$ cat src/rtl/key_event_conditioner.sv
// Synchronise, debounce and classify the active-low DE2-115 pushbuttons feeding the PIO.
// Define AUTO_REPEAT_EN to add per-key auto-repeat pulses while a key is held.
module key_event_conditioner #(
  parameter int unsigned NUM_KEYS          = 3,
  parameter int unsigned SYNC_STAGES       = 2,
  parameter int unsigned DEBOUNCE_CYCLES   = 1000000,
  parameter int unsigned LONG_PRESS_CYCLES = 50000000,
  parameter int unsigned REPEAT_CYCLES     = 10000000
) (
  input  logic                  clk,
  input  logic                  reset,
  input  logic [NUM_KEYS-1:0]   key_n,
  output logic [NUM_KEYS-1:0]   key_level_n,
  output logic [NUM_KEYS-1:0]   press_pulse,
  output logic [NUM_KEYS-1:0]   release_pulse,
  output logic [NUM_KEYS-1:0]   long_pulse,
  output logic [NUM_KEYS-1:0]   repeat_pulse,
  output logic [3*NUM_KEYS-1:0] event_flags,
  input  logic [3*NUM_KEYS-1:0] event_clr
);

  localparam int unsigned   DCW       = $clog2(DEBOUNCE_CYCLES);
  localparam int unsigned   HCW       = $clog2(LONG_PRESS_CYCLES + 1);
  localparam logic [DCW-1:0] DCNT_LAST = DCW'(DEBOUNCE_CYCLES - 1);
  localparam logic [HCW-1:0] HCNT_LAST = HCW'(LONG_PRESS_CYCLES - 1);
  // hcnt stops at LONG_PRESS_CYCLES once the long event fired; that value marks "long issued".
  localparam logic [HCW-1:0] HCNT_DONE = HCW'(LONG_PRESS_CYCLES);

  if (SYNC_STAGES < 2 || DEBOUNCE_CYCLES < 2 || LONG_PRESS_CYCLES <= DEBOUNCE_CYCLES ||
      REPEAT_CYCLES < 2) begin : g_param_check
    $error("key_event_conditioner: illegal parameter set");
  end

  typedef enum logic [2:0] {
    RELEASED,
    PRESS_CHK,
    PRESSED,
    HELD,
    RELEASE_CHK
  } key_state_t;

  logic [SYNC_STAGES-1:0] sync_q  [NUM_KEYS];
  key_state_t             state_q [NUM_KEYS];
  key_state_t             state_d [NUM_KEYS];
  logic [DCW-1:0]         dcnt_q  [NUM_KEYS];
  logic [DCW-1:0]         dcnt_d  [NUM_KEYS];
  logic [HCW-1:0]         hcnt_q  [NUM_KEYS];
  logic [HCW-1:0]         hcnt_d  [NUM_KEYS];
  logic [NUM_KEYS-1:0]    key_s;
  logic [NUM_KEYS-1:0]    level_d;
  logic [NUM_KEYS-1:0]    press_d;
  logic [NUM_KEYS-1:0]    release_d;
  logic [NUM_KEYS-1:0]    long_d;
  logic [NUM_KEYS-1:0]    repeat_d;
  logic [3*NUM_KEYS-1:0]  flags_d;

`ifdef AUTO_REPEAT_EN
  localparam int unsigned    RCW       = $clog2(REPEAT_CYCLES);
  localparam logic [RCW-1:0] RCNT_LAST = RCW'(REPEAT_CYCLES - 1);
  logic [RCW-1:0] rcnt_q [NUM_KEYS];
  logic [RCW-1:0] rcnt_d [NUM_KEYS];
`endif

  always_comb begin
    for (int unsigned k = 0; k < NUM_KEYS; k++) begin
      key_s[k] = sync_q[k][SYNC_STAGES-1];
    end
  end

  always_comb begin
    level_d   = key_level_n;
    press_d   = '0;
    release_d = '0;
    long_d    = '0;
    repeat_d  = '0;
    for (int unsigned k = 0; k < NUM_KEYS; k++) begin
      state_d[k] = state_q[k];
      dcnt_d[k]  = dcnt_q[k];
      hcnt_d[k]  = hcnt_q[k];
`ifdef AUTO_REPEAT_EN
      rcnt_d[k]  = rcnt_q[k];
`endif
      case (state_q[k])
        RELEASED: begin
`ifdef AUTO_REPEAT_EN
          rcnt_d[k] = '0;
`endif
          if (!key_s[k]) begin
            state_d[k] = PRESS_CHK;
            dcnt_d[k]  = '0;
          end
        end
        PRESS_CHK: begin
          if (key_s[k]) begin
            state_d[k] = RELEASED;
          end else if (dcnt_q[k] == DCNT_LAST) begin
            state_d[k] = PRESSED;
            press_d[k] = 1'b1;
            level_d[k] = 1'b0;
            hcnt_d[k]  = '0;
          end else begin
            dcnt_d[k] = dcnt_q[k] + 1'b1;
          end
        end
        PRESSED: begin
          hcnt_d[k] = hcnt_q[k] + 1'b1;
          // Long press wins over a release seen on the same cycle; HELD picks the release up next.
          if (hcnt_q[k] == HCNT_LAST) begin
            state_d[k] = HELD;
            long_d[k]  = 1'b1;
          end else if (key_s[k]) begin
            state_d[k] = RELEASE_CHK;
            dcnt_d[k]  = '0;
          end
        end
        HELD: begin
          if (key_s[k]) begin
            state_d[k] = RELEASE_CHK;
            dcnt_d[k]  = '0;
          end
`ifdef AUTO_REPEAT_EN
          if (rcnt_q[k] == RCNT_LAST) begin
            rcnt_d[k]   = '0;
            repeat_d[k] = 1'b1;
          end else begin
            rcnt_d[k] = rcnt_q[k] + 1'b1;
          end
`endif
        end
        RELEASE_CHK: begin
          if (!key_s[k]) begin
            state_d[k] = (hcnt_q[k] == HCNT_DONE) ? HELD : PRESSED;
          end else if (dcnt_q[k] == DCNT_LAST) begin
            state_d[k]   = RELEASED;
            release_d[k] = 1'b1;
            level_d[k]   = 1'b1;
`ifdef AUTO_REPEAT_EN
            rcnt_d[k]    = '0;
`endif
          end else begin
            dcnt_d[k] = dcnt_q[k] + 1'b1;
          end
        end
        default: state_d[k] = RELEASED;
      endcase
    end
    // A set on the same cycle as its clear wins.
    flags_d = (event_flags & ~event_clr) | {long_d, release_d, press_d | repeat_d};
  end

  always_ff @(posedge clk) begin
    if (reset) begin
      for (int unsigned k = 0; k < NUM_KEYS; k++) begin
        sync_q[k]  <= '1;
        state_q[k] <= RELEASED;
        dcnt_q[k]  <= '0;
        hcnt_q[k]  <= '0;
      end
      key_level_n   <= '1;
      press_pulse   <= '0;
      release_pulse <= '0;
      long_pulse    <= '0;
      event_flags   <= '0;
    end else begin
      for (int unsigned k = 0; k < NUM_KEYS; k++) begin
        sync_q[k]  <= {sync_q[k][SYNC_STAGES-2:0], key_n[k]};
        state_q[k] <= state_d[k];
        dcnt_q[k]  <= dcnt_d[k];
        hcnt_q[k]  <= hcnt_d[k];
      end
      key_level_n   <= level_d;
      press_pulse   <= press_d;
      release_pulse <= release_d;
      long_pulse    <= long_d;
      event_flags   <= flags_d;
    end
  end

`ifdef AUTO_REPEAT_EN
  always_ff @(posedge clk) begin
    if (reset) begin
      for (int unsigned k = 0; k < NUM_KEYS; k++) begin
        rcnt_q[k] <= '0;
      end
      repeat_pulse <= '0;
    end else begin
      for (int unsigned k = 0; k < NUM_KEYS; k++) begin
        rcnt_q[k] <= rcnt_d[k];
      end
      repeat_pulse <= repeat_d;
    end
  end
`else
  assign repeat_pulse = '0;
`endif

endmodule

$ cat config.mk
export PLATFORM = sky130hd
export DESIGN_NAME = key_event_conditioner
export DESIGN_NICKNAME = d
export VERILOG_FILES = /design/src/rtl/key_event_conditioner.sv
export SDC_FILE = /design/constraint.sdc
export NUM_CORES = 1
export LEC_CHECK = 0
export CAP_MARGIN = 20
export CORE_MARGIN = 2
export CORE_UTILIZATION = 60
export CTS_BUF_LIST = sky130_fd_sc_hd__clkbuf_16
export DETAILED_ROUTE_END_ITERATION = 8
export GPL_TIMING_DRIVEN = 0
export PLACE_DENSITY = 0.87
export SLEW_MARGIN = 20
export SYNTH_ARGS = -nofsm -noshare
export SYNTH_HDL_FRONTEND = slang
export SYNTH_SLANG_ARGS = --single-unit
$ cat constraint.sdc
create_clock -name clk -period 3.43 [get_ports clk]
set_input_delay 0.5145 -clock clk [delete_from_list [all_inputs] [get_ports clk]]
set_output_delay 0.5145 -clock clk [all_outputs]
set_load 0.01 [all_outputs]
Word level (Yosys, flattened, before mapping)
Memory sizes are Yosys's and may differ from the RTL's.
Cells that the tools add are included.
{"block": "classes", "n_addsub": 6, "eq_ne": 33, "muxes": 108, "bitwise_logic": 15, "reduce_logical": 9}
{"cell": "20-bit two-way mux", "n": 21}
{"cell": "20-bit one-hot mux with 5 select lines", "n": 3}
{"cell": "26-bit two-way mux", "n": 9}
{"cell": "26-bit == test, second input constant", "n": 6}
{"cell": "26-bit one-hot mux with 2 select lines", "n": 3}
{"cell": "26-bit by 1-bit adder with 26-bit output, second input constant", "n": 3}
{"cell": "3-bit two-way mux", "n": 24}
{"cell": "20-bit by 1-bit adder with 20-bit output, second input constant", "n": 3}
{"cell": "20-bit == test, second input constant", "n": 3}
{"cell": "3-bit one-hot mux with 5 select lines", "n": 3}
{"cell": "1-bit two-way mux", "n": 39}
{"cell": "2-bit inequality test, second input constant", "n": 12}
{"cell": "3-bit by 2-bit == test with 1-bit output, second input constant", "n": 6}
{"cell": "5-bit AND reduction", "n": 3}
{"cell": "1-bit bitwise OR", "n": 12}
{"cell": "9-bit AND", "n": 1}
{"cell": "3-bit by 1-bit == test with 1-bit output, second input constant", "n": 3}
{"cell": "3-bit == test, second input constant", "n": 3}
{"cell": "3-bit logical NOT", "n": 3}
{"cell": "9-bit inverter", "n": 1}
{"cell": "9-bit bitwise OR", "n": 1}
{"cell": "2-bit two-way mux", "n": 3}
{"cell": "1-bit one-hot mux with 2 select lines", "n": 3}
{"cell": "2-bit nonzero test", "n": 3}
{"block": "word_totals", "register_bits": 21, "mem_bits_rw": 153, "out_inout_bits": 24, "n_memories": 4}
{"memory": "hcnt_q", "depth": 3, "width": 26, "read_ports": 3, "rd_clocked_by_memory_dff": 0, "wr": 3, "line_no": "47", "text": "logic [HCW-1:0] hcnt_q [NUM_KEYS];"}
{"memory": "dcnt_q", "depth": 3, "width": 20, "read_ports": 3, "rd_clocked_by_memory_dff": 0, "wr": 3, "line_no": "45", "text": "logic [DCW-1:0] dcnt_q [NUM_KEYS];"}
{"memory": "state_q", "depth": 3, "width": 3, "read_ports": 3, "rd_clocked_by_memory_dff": 0, "wr": 3, "line_no": "43", "text": "key_state_t state_q [NUM_KEYS];"}
{"memory": "sync_q", "depth": 3, "width": 2, "read_ports": 3, "rd_clocked_by_memory_dff": 0, "wr": 3, "line_no": "42", "text": "logic [SYNC_STAGES-1:0] sync_q [NUM_KEYS];"}

Longest topological paths before layout
An unclocked memory read counts as a cell.
{"block": "depth", "depth_word": 6, "mapped_depth": 9}

Worst setup path after synthesis
No wires, ideal clock.
{"block": "synth_timing", "path_kind": "register to register", "from": "memory dcnt_q[0][0] in the netlist's numbering", "to": "memory hcnt_q[0][19] in the netlist's numbering", "setup_time_ps": 115, "arrival_time_ps": 2288, "required_time_ps": 3315, "path_slack_ps": 1027, "stages_incl_launch_ff": 8, "period_less_slack_ps": 2403, "path_cell_list": "dfxtp_1 -> ha_1 -> nand3_1 -> nor4_2 -> a21oi_2 -> or4_4 -> o21a_1 -> o21ba_2"}
{"element": "from (decl)", "line_no": "45"}
{"element": "to (decl)", "line_no": "47"}

==> metrics.cfg <==
[run_status]
outcome = finished clean

[placement]
place.gp.congestion = 0.9058
dpl_cell_area_um2 = 9671
port_buffers = 33
post-dp-hpwl_um = 15060
place_ws_ns = 0.6550
dp.cells = 1333

[route]
wl_um = 22460
met2_length_um = 10560
drtPass1Iterations = 6
vias_per_cell = 6.449
routed-wl-met3_um = 1402
initialDrtViolationCount = 967
antenna_left = 0
drc_errors = 0
top_layer = met4
wl_met1_um = 9949
vias = 8797
post_drt_wl_per_cell_um = 16.46

[synth]
yosys-mux-area-fraction_pct = 0.1100
synthFlopType = dfxtp_1
synth_top_cell_by_area = dfxtp_1
synthXorXnorAreaFrac_pct = 5.873
synthAdderAreaFrac_pct = 1.238
synth_top_area_share_pct = 38.29
ys_async_sr_fraction_pct = 0
yosys.area_share.simple_pct = 30.85
ys_seq_area_share_pct = 38.29
ys_types = 82
synth-seq-cells = 174
synth_area_um2 = 9097
ys_warn_count = 0
synth_compound_area_share_pct = 19.50
synth_top_family_by_area = simple AND/OR/NAND/NOR gates
avgSynthCellArea_um2 = 8.196
synth_edf_count = 0
synthCells = 1110
synth_top_cells_by_area = dfxtp_1, nor2_1, nand2_1

[clocking]
numCtsBuffers = 17
cts_buffer_depth = 2
cts_tree = yes
ctsHoldBuffers = 0
htreeDepth = 4
numClockSinks = 174
post_cts_buffers = 0
path_clk_slew_ns = 0.06
cts_root_buf = clkbuf_16
clk-insertion-delay-late_ns = 0.44
cts_resized = 0

[cells_and_area]
n_antenna_cell = 0
fin_nets = 1187
area_growth_pct = 12.78
finalInstanceArea_um2 = 10260
postLayoutCoreUtil_pct = 68.25
drive_above_1_share_pct = 6.122
nFillCells = 1212
stdcell_count = 1364

[floorplanning]
fp.coreArea_um2 = 15030
rows = 45
die_w_um = 127.1
pin_count = 38
die_h_um = 127.1
die_area_um2 = 16160
start_util_pct = 60.52

[critical_path]
worstRegToRegCells = 8
end_kind = flip-flop
worstSetupPathType = reg -> reg
cp_slowest_cell = nor4_2
r2r_end = dcnt_q[0][12]$_SDFFE_PP0P_
rrSetupSlack_ns = 0.51
crit_path_end = dcnt_q[0][12]$_SDFFE_PP0P_
cp-start-kind = flip-flop
worst-endpoint-arrival_ns = 3.25
crit_chain = ha_1 > nand3_1 > nor4_2 > a31oi_1 > nor4_4 > buf_4 > o21ai_0 > o41ai_1
critPathMaxFanout = 10
slowest_delay_ns = 0.70
worstSetupStartpoint = dcnt_q[0][0]$_SDFFE_PP0P_
required_ns = 3.77
r2r_start = dcnt_q[0][0]$_SDFFE_PP0P_

[global_routing]
grt_pass1_wl_um = 37740
antenna_found_initial = 0
grtUsageTotal_pct = 28.00
grt_max_degree = 17
overflow = 0
grt_pass1_vias = 8029

[power]
p_per_area_nw_per_um2 = 403.5
ir_worst_vdd_mv = 0.4013
finalPower_mw = 4.140
p_leak_nw = 3.301

[sta]
rsz0062_at_grt = no
period_share_pct = 85.00
slew_headroom_pct = 40.58
min_period_ns = 2.915
drv_slew = 0
finalSetupViolCount = 0
fmax_mhz = 343.0
worstMarginPinSlew_ns = 0.8914
hold_viol = 0
tns_ns = 0
skew_ns = 0.009131
whs_ns = 0.4049
fin_ws_ns = 0.5145

[flow_run]
drv_cap = 0

[min_path]
worst_hold_path_type = reg -> reg
holdCritStartpoint = sync_q[0][0]$_SDFF_PP1_

-- metal layers --
layer | vias up | GRT usage, %
met5 | - | 0
met4 | 0 | 13.12
met3 | 45 | 4.941
met2 | 359 | 45.10
met1 | 4189 | 36.73
li1 | 4204 | -
-- synthesized netlist by cell type (8+ instances only) --
library cell / number
and2_1: 8
or3_1: 12
o31ai_1: 16
or4_1: 8
o21ai_0: 50
a311oi_1: 25
clkbuf_1: 45
a31oi_1: 16
and4_1: 11
inv_1: 21
nor4b_1: 15
xnor2_1: 41
or2_2: 9
a211oi_1: 12
nand2_1: 102
and3_1: 26
o211ai_1: 13
a21oi_1: 54
ha_1: 9
dfxtp_1: 174
buf_2: 8
nand2b_1: 13
o2111ai_1: 11
nor2_1: 127
nor3_1: 35
xor2_1: 20
nand3_1: 52
nor4_1: 22
nand4_1: 22
nor3b_1: 10
nor2b_1: 16
o21a_1: 8
-- where the power goes --
part | switching [mW] | leakage (nW) | internal [mW]
clock network | 0.767 | 0.311 | 1.19
registers | 0.00343 | 1.40 | 2.03
logic | 0.103 | 1.59 | 0.0496
-- registers in the layout (all words and copies together) (netlist names) --
name           count
long_pulse         3
sync_q             6
dcnt_q            60
release_pulse      3
hcnt_q            78
event_flags        9
press_pulse        3
state_q            9
key_level_n        3
-- logic make-up after synthesis --
kind of cell    count (synthesis)
xor+xnor                       61
flops                         174
simple gates                  524
compound gates                252
buf+inv                        88
other cells                     1
fa+ha+maj                       9
mux                             1
-- critical path, delay by kind of cell (launching register included) --
family / cells / cell delay, ns
AO/OA/AOI/OAI: 3 / 0.49
buffers and inverters: 1 / 0.27
AND/OR/NAND/NOR: 3 / 1.43
flip-flops: 1 / 0.38
adder cells (fa/ha/maj): 1 / 0.23
-- cell usage in the layout (no fill, tap or decap), drive strengths merged, types with 19 or more instances in the layout --
| cell | synthesis | layout |
|---|---|---|
| dfxtp | 174 | 174 |
| nand4 | 22 | 22 |
| nand3 | 52 | 52 |
| nor3 | 36 | 36 |
| nor4 | 25 | 25 |
| buf | 19 | 19 |
| a21oi | 55 | 55 |
| clkdlybuf4s50 | 0 | 33 |
| xor2 | 20 | 20 |
| o21ai | 53 | 53 |
| nor2 | 127 | 127 |
| xnor2 | 41 | 41 |
| clkbuf | 47 | 64 |
| and3 | 26 | 26 |
| a311oi | 25 | 25 |
| nand2 | 103 | 103 |
| inv | 21 | 28 |
-- layout make-up --
type                       instances  area, um^2  area share, %
multi-input combinational        850        5249          51.16
sequential                       174        3483          33.95
clock buffer                      17       425.4          4.146
timing repair buffer              33       330.3          3.220
buffer                            66       290.3          2.829
tap                              188       235.2          2.293
clock inverter                    14       163.9          1.598
inverter                          22       82.58         0.8049
-- how the worst min path moves through the flow --
| stage | endpoint | slack [ns] | cells after the start |
|---|---|---|---|
| floorplan | sync_q[0][1]$_SDFF_PP1_ | 0.39 | 1 |
| global placement | sync_q[0][5]$_SDFF_PP1_ | 0.39 | 1 |
| detailed placement | sync_q[0][5]$_SDFF_PP1_ | 0.39 | 1 |
| CTS | sync_q[0][5]$_SDFF_PP1_ | 0.41 | 1 |
| global route | sync_q[0][5]$_SDFF_PP1_ | 0.42 | 1 |
| finish | sync_q[0][1]$_SDFF_PP1_ | 0.40 | 1 |
Power figures use the tool's default switching activity.
